===== config.mk =====
export PLATFORM = sky130hd
export DESIGN_NAME = scan_chain_ctrl_flat
export DESIGN_NICKNAME = d
export VERILOG_FILES = /design/src/rtl/scan_pkg.sv /design/src/rtl/scan_chain_ctrl_if.sv /design/src/rtl/scan_clk_gen.sv /design/src/rtl/scan_chain_ctrl.sv /design/src/flat_wrapper.sv
export SDC_FILE = /design/constraint.sdc
export NUM_CORES = 1
export LEC_CHECK = 0
export BUFFER_PORTS_ARGS = -buffer_cell sky130_fd_sc_hd__buf_4
export CAP_MARGIN = 25
export CORE_MARGIN = 3
export CORE_UTILIZATION = 25
export DETAILED_ROUTE_END_ITERATION = 16
export PLACE_DENSITY = 0.51
export SYNTH_ARGS = -nofsm -noshare
export SYNTH_HDL_FRONTEND = slang
export SYNTH_SLANG_ARGS = --single-unit

===== constraint.sdc =====
create_clock -name clk -period 1.75 [get_ports clk]
set_input_delay 0.2625 -clock clk [delete_from_list [all_inputs] [get_ports clk]]
set_output_delay 0.2625 -clock clk [all_outputs]
set_load 0.01 [all_outputs]

===== src/rtl/scan_pkg.sv =====
// Shared state encoding and sizing helpers for the scan-chain controller.
// S_CAP exists only when SCAN_CAPTURE_EN is defined.
package scan_pkg;
  typedef logic [2:0] state_t;

  localparam state_t S_IDLE = 3'd0;
  localparam state_t S_LOW  = 3'd1;
  localparam state_t S_HIGH = 3'd2;
`ifdef SCAN_CAPTURE_EN
  localparam state_t S_CAP  = 3'd3;
`endif
  localparam state_t S_DONE = 3'd4;

  // A DIV of 1 still needs a one-bit counter so the port widths stay legal.
  function automatic int phase_w(input int div);
    return (div > 1) ? $clog2(div) : 1;
  endfunction
endpackage


===== src/rtl/scan_chain_ctrl_if.sv =====
// Request/response side of the scan-chain master (register-interface facing).
// SCAN_CAPTURE_EN adds the capture request bit.
interface scan_chain_ctrl_if #(
  parameter int CHAIN_LEN = 16
);
  logic                 start;
  logic [CHAIN_LEN-1:0] load_data;
  logic                 busy;
  logic                 done;
  logic [CHAIN_LEN-1:0] capture_data;
`ifdef SCAN_CAPTURE_EN
  logic                 capture;

  modport master (output start, load_data, capture, input busy, done, capture_data);
  modport slave  (input start, load_data, capture, output busy, done, capture_data);
`else
  modport master (output start, load_data, input busy, done, capture_data);
  modport slave  (input start, load_data, output busy, done, capture_data);
`endif
endinterface


===== src/rtl/scan_clk_gen.sv =====
// Phase timer for the scan clock: ticks phase_end every DIV enabled cycles and
// loads the registered shift_clk with the FSM's requested level on each tick.
module scan_clk_gen
  import scan_pkg::*;
#(
  parameter int DIV = 2
) (
  input  logic clk,
  input  logic rst,
  input  logic en,
  input  logic clr,
  input  logic rise,
  output logic phase_end,
  output logic shift_clk
);
  localparam int PW = phase_w(DIV);

  logic [PW-1:0] cnt;

  assign phase_end = en && (cnt == PW'(DIV - 1));

  always_ff @(posedge clk) begin
    if (rst) begin
      cnt       <= '0;
      shift_clk <= 1'b0;
    end else if (clr) begin
      cnt <= '0;
    end else if (phase_end) begin
      cnt       <= '0;
      shift_clk <= rise;
    end else if (en) begin
      cnt <= cnt + PW'(1);
    end
  end
endmodule


===== src/rtl/scan_chain_ctrl.sv =====
// Scan-chain master: shifts load_data into the chain LSB-first while capturing its old contents.
// Define SCAN_CAPTURE_EN to add a functional-capture pulse between two shift passes.
module scan_chain_ctrl
  import scan_pkg::*;
#(
  parameter int CHAIN_LEN = 16,
  parameter int DIV       = 2
) (
  input  logic             clk,
  input  logic             rst,
  scan_chain_ctrl_if.slave bus,
  output logic             shift_clk,
  output logic             scan_out,
  input  logic             scan_in
`ifdef SCAN_CAPTURE_EN
  ,
  output logic             cap_pulse
`endif
);
  localparam int BW = $clog2(CHAIN_LEN + 1);

  state_t               state;
  logic [CHAIN_LEN-1:0] sreg, cap_sreg, cap_shift;
  logic [BW-1:0]        bit_cnt, bit_cnt_nxt;
  logic                 accept, run, phase_end, last_bit;

  assign accept      = (state == S_IDLE) && bus.start;
  assign bit_cnt_nxt = bit_cnt + BW'(1);
  assign last_bit    = (bit_cnt_nxt == BW'(CHAIN_LEN));
  // sreg back-fills with zeros, so scan_out is already low in DONE/IDLE
  assign scan_out    = sreg[0];

`ifdef SCAN_CAPTURE_EN
  logic cap_mode;
  assign run = (state == S_LOW) || (state == S_HIGH) || (state == S_CAP);
`else
  assign run = (state == S_LOW) || (state == S_HIGH);
`endif

  always_comb begin
    cap_shift              = cap_sreg >> 1;
    cap_shift[CHAIN_LEN-1] = scan_in;
  end

  scan_clk_gen #(.DIV(DIV)) u_clk_gen (
    .clk       (clk),
    .rst       (rst),
    .en        (run),
    .clr       (accept),
    .rise      (state == S_LOW),
    .phase_end (phase_end),
    .shift_clk (shift_clk)
  );

  always_ff @(posedge clk) begin
    if (rst) begin
      state            <= S_IDLE;
      bus.busy         <= 1'b0;
      bus.done         <= 1'b0;
      bus.capture_data <= '0;
      sreg             <= '0;
      cap_sreg         <= '0;
      bit_cnt          <= '0;
`ifdef SCAN_CAPTURE_EN
      cap_mode         <= 1'b0;
      cap_pulse        <= 1'b0;
`endif
    end else begin
      bus.done <= 1'b0;
      case (state)
        S_IDLE: if (bus.start) begin
          sreg     <= bus.load_data;
          bit_cnt  <= '0;
          bus.busy <= 1'b1;
          state    <= S_LOW;
`ifdef SCAN_CAPTURE_EN
          cap_mode <= bus.capture;
`endif
        end
        // sample the tail just before shift_clk rises: it still holds the pre-shift bit
        S_LOW: if (phase_end) begin
          cap_sreg <= cap_shift;
          state    <= S_HIGH;
        end
        S_HIGH: if (phase_end) begin
          sreg    <= sreg >> 1;
          bit_cnt <= bit_cnt_nxt;
          if (!last_bit) begin
            state <= S_LOW;
          end
`ifdef SCAN_CAPTURE_EN
          else if (cap_mode) begin
            cap_mode  <= 1'b0;
            bit_cnt   <= '0;
            cap_pulse <= 1'b1;
            state     <= S_CAP;
          end
`endif
          else begin
            state            <= S_DONE;
            bus.busy         <= 1'b0;
            bus.done         <= 1'b1;
            bus.capture_data <= cap_sreg;
          end
        end
`ifdef SCAN_CAPTURE_EN
        // first phase clocks the functional flops, second lets them settle before readout
        S_CAP: if (phase_end) begin
          cap_pulse <= 1'b0;
          if (!cap_pulse) state <= S_LOW;
        end
`endif
        S_DONE:  state <= S_IDLE;
        default: state <= S_IDLE;
      endcase
    end
  end
endmodule

===== src/flat_wrapper.sv =====
// flat-port wrapper written by rule: the top's interface ports become plain ports
module scan_chain_ctrl_flat import scan_pkg::*;
#(
  parameter int CHAIN_LEN = 16,
  parameter int DIV       = 2
)
  (clk, rst, shift_clk, scan_out, scan_in, bus_start, bus_load_data, bus_busy, bus_done, bus_capture_data);
  scan_chain_ctrl_if #(.CHAIN_LEN(CHAIN_LEN)) bus_i ();
  input  logic clk;
  input  logic rst;
  output logic shift_clk;
  output logic scan_out;
  input  logic scan_in;
  input wire logic [$bits(bus_i.start)-1:0] bus_start;
  input wire logic [$bits(bus_i.load_data)-1:0] bus_load_data;
  output wire logic [$bits(bus_i.busy)-1:0] bus_busy;
  output wire logic [$bits(bus_i.done)-1:0] bus_done;
  output wire logic [$bits(bus_i.capture_data)-1:0] bus_capture_data;
  assign bus_i.start = bus_start;
  assign bus_i.load_data = bus_load_data;
  assign bus_busy = bus_i.busy;
  assign bus_done = bus_i.done;
  assign bus_capture_data = bus_i.capture_data;
  scan_chain_ctrl #(.CHAIN_LEN(CHAIN_LEN), .DIV(DIV)) u_core (.clk(clk), .rst(rst), .bus(bus_i), .shift_clk(shift_clk), .scan_out(scan_out), .scan_in(scan_in));
endmodule

==> flow_summary.yaml <==
sta:
  hold_slack_ps: 178.5
  worst_slew_pin_slew_ps: 454.1
  skew_ps: 11.11
  finalSetupViolCount: 0
  hold_violations: 0
  grt_setup_unrepaired: "false"
  fin_setup_tns_ps: 0
  fin_crit_ps: 1549
  max-slew-margin-rel: 0.6969
  finalCritPeriodShare: 0.8854
  slew_violations: 0
  max_freq_ghz: 0.6454
cts:
  htreeDepth: 3
  ctsHoldBuffers: 0
  clk_latency_ps: 340
  cts_buffers: 9
  tritoncts: "built"
  clk_path_buf_depth: 2
  ctsResizeCount: 0
  post-cts-setup-buffer-count: 0
  root_buffer: "clkbuf_8"
  clk_pin_slew_ps: 70
  cts.sinks: 60
global_routing:
  grt-ovfl-total: 0
  grt_max_degree: 36
  grt_pass1_wl_mm: 9.687
  antenna_found_initial: 0
  track_usage: 0.1040
  grt_pass1_vias: 2040
layout:
  multi_input_area_sq_um: 1259
  layout.cells.non_filler: 461
  drive_gt1_frac: 0.2744
  fillers: 1056
  layout_common_cells: "dfxtp_1, buf_4, nand2_1"
  antenna_cells: 0
  seq_area_sq_um: 1201
  area.growth.synth_to_final_pct: 24.69
  mostFrequentLayoutCell: "dfxtp_1"
  layout.nets: 344
floorplan:
  die-area_sq_um: 11660
  rows: 36
  die_h_um: 108.0
  io_pins: 40
  fp.dieW_um: 108.0
  start_util: 0.2612
  core_area_sq_um: 9955
critical_path:
  cp-end-kind: "flop"
  cp.buffers_inverters: 1
  max_stage_delay_ps: 520
  crit_path_start_kind: "flop"
  crit_chain: "nand2_1 > a211oi_4 > buf_12 > nor2_1 > a211oi_1"
  crit_family: "flip-flops"
  crit_path_top_delay_cell: "dfxtp_1"
  crit_arrival_ps: 1810
  cp_max_fo: 32
  worstPathRequired_ps: 2010
  crit_type: "flop to flop"
power_and_ir_drop:
  power_density_nw_per_um2: 913.0
  leakagePower_nw: 1.108
  peakVddDrop_v: 0.0004034
  finalPower_mw: 2.960
placement:
  portBuffers: 39
  place.gp.congestion: 0.7165
  dp_cells: 445
  dp_hpwl_mm: 3.825
synth:
  synth-main-ff-cell: "dfxtp_1"
  synth_top_area_share: 0.4620
  synth_area_leaders: "dfxtp_1, a21oi_1, mux2i_1"
  seq_area_frac_synth: 0.4620
  synthArstFlopShare: 0
  syn_nets: 306
  syn_inst: 285
  synth_area_leader_cell: "dfxtp_1"
  ys_ff_latch: 60
  synth_cell_types: 36
  syn_area_sq_um: 2600
  synth_edf_count: 0
  avgSynthCellArea_sq_um: 9.123
  ys_warn_count: 0
route:
  vias: 2156
  wire_per_inst_um: 12.49
  finalWirelength_mm: 5.760
  initialDrtViolationCount: 97
  drt-pass1-iter-count: 6
  drc_errors: 0
  viasPerCell: 4.677
  antenna_left: 0
job:
  cap_violations: 0
outcome:
  status: "complete, no violations"
min_path:
  hold_class: "input pin to flop"
-- routing by layer --
metal  part of all wire  GRT usage  vias up
li1                   -          -     1091
met4              0.012    0.04058        0
met2               0.46     0.1585       36
met3              0.040    0.03284        7
met1               0.48     0.1372     1022
met5                  0          0        -
-- power breakdown --
part / switching (mW) / leakage (nW) / internal (mW)
Sequential: 0.0404 / 0.488 / 1.42
Combinational: 0.162 / 0.527 / 0.145
Clock: 0.545 / 0.0931 / 0.651
Total: 0.747 / 1.11 / 2.21
-- final cells by class --
cell class	instances	area share
clock buffer	11	0.04052
inverter	1	0.001158
tap	133	0.05133
sequential	60	0.3705
multi-input combinational	199	0.3883
clock inverter	5	0.01621
timing repair buffer	52	0.1320
-- worst min-delay path, stage by stage --
cell and delay (ps):
buf_4 110, nand2_1 50, a21oi_1 50
-- logic make-up (layout without fill, tap and decap cells) --
logic type	after synthesis	in the layout	share of synthesized area
multiplexers	19	19	0.07844
buffers and inverters	26	69	0.05630
flip-flops	60	60	0.4620
AO/OA/AOI/OAI	83	83	0.2151
XOR/XNOR	1	1	0.003369
AND/OR/NAND/NOR	95	95	0.1800
adder cells (fa/ha/maj)	1	1	0.004812
-- state kept, by name, indices dropped and copies added (netlist names) --
name / cells
u_core.bit_cnt: 5
u_core.sreg: 16
u_core.u_clk_gen.shift_clk: 1
u_core.state: 3
u_core.u_clk_gen.cnt: 1
u_core.bus.done: 1
u_core.bus.capture_data: 16
u_core.bus.busy: 1
u_core.cap_sreg: 16
-- through the flow --
stage,util,instance area [sq um],setup slack (ps)
floorplan,-,2600,327.2
global placement,0.3072,3058,255.7
detailed placement,0.3072,3058,205.4
CTS,0.3257,3242,195.8
global route,0.3257,3242,40.15
finish,0.3257,3242,200.5
-- final timing paths --
check,start,endpoint,slack (ps),depth (start not counted)
setup / recovery,u_core.state[1]$_SDFFE_PP0P_,u_core.sreg[10]$_SDFFE_PP0P_,200,5
hold / removal,scan_in,u_core.cap_sreg[15]$_SDFFE_PP0P_,180,3
setup reg to reg,u_core.state[1]$_SDFFE_PP0P_,u_core.sreg[10]$_SDFFE_PP0P_,200,5
hold reg to reg,u_core.cap_sreg[0]$_SDFFE_PP0P_,u_core.cap_sreg[0]$_SDFFE_PP0P_,460,2
-- cell usage after synthesis, drive strengths merged, types with 3 or more instances --
cell type and count:
dfxtp 60, nand2 41, a21oi 39, nor2 22
a211oi 19, mux2i 18, o21ai 18, buf 17
nand4 16, clkbuf 8, nand2b 4, nor3 4
and2 3
(Power assumes the default switching activity.)
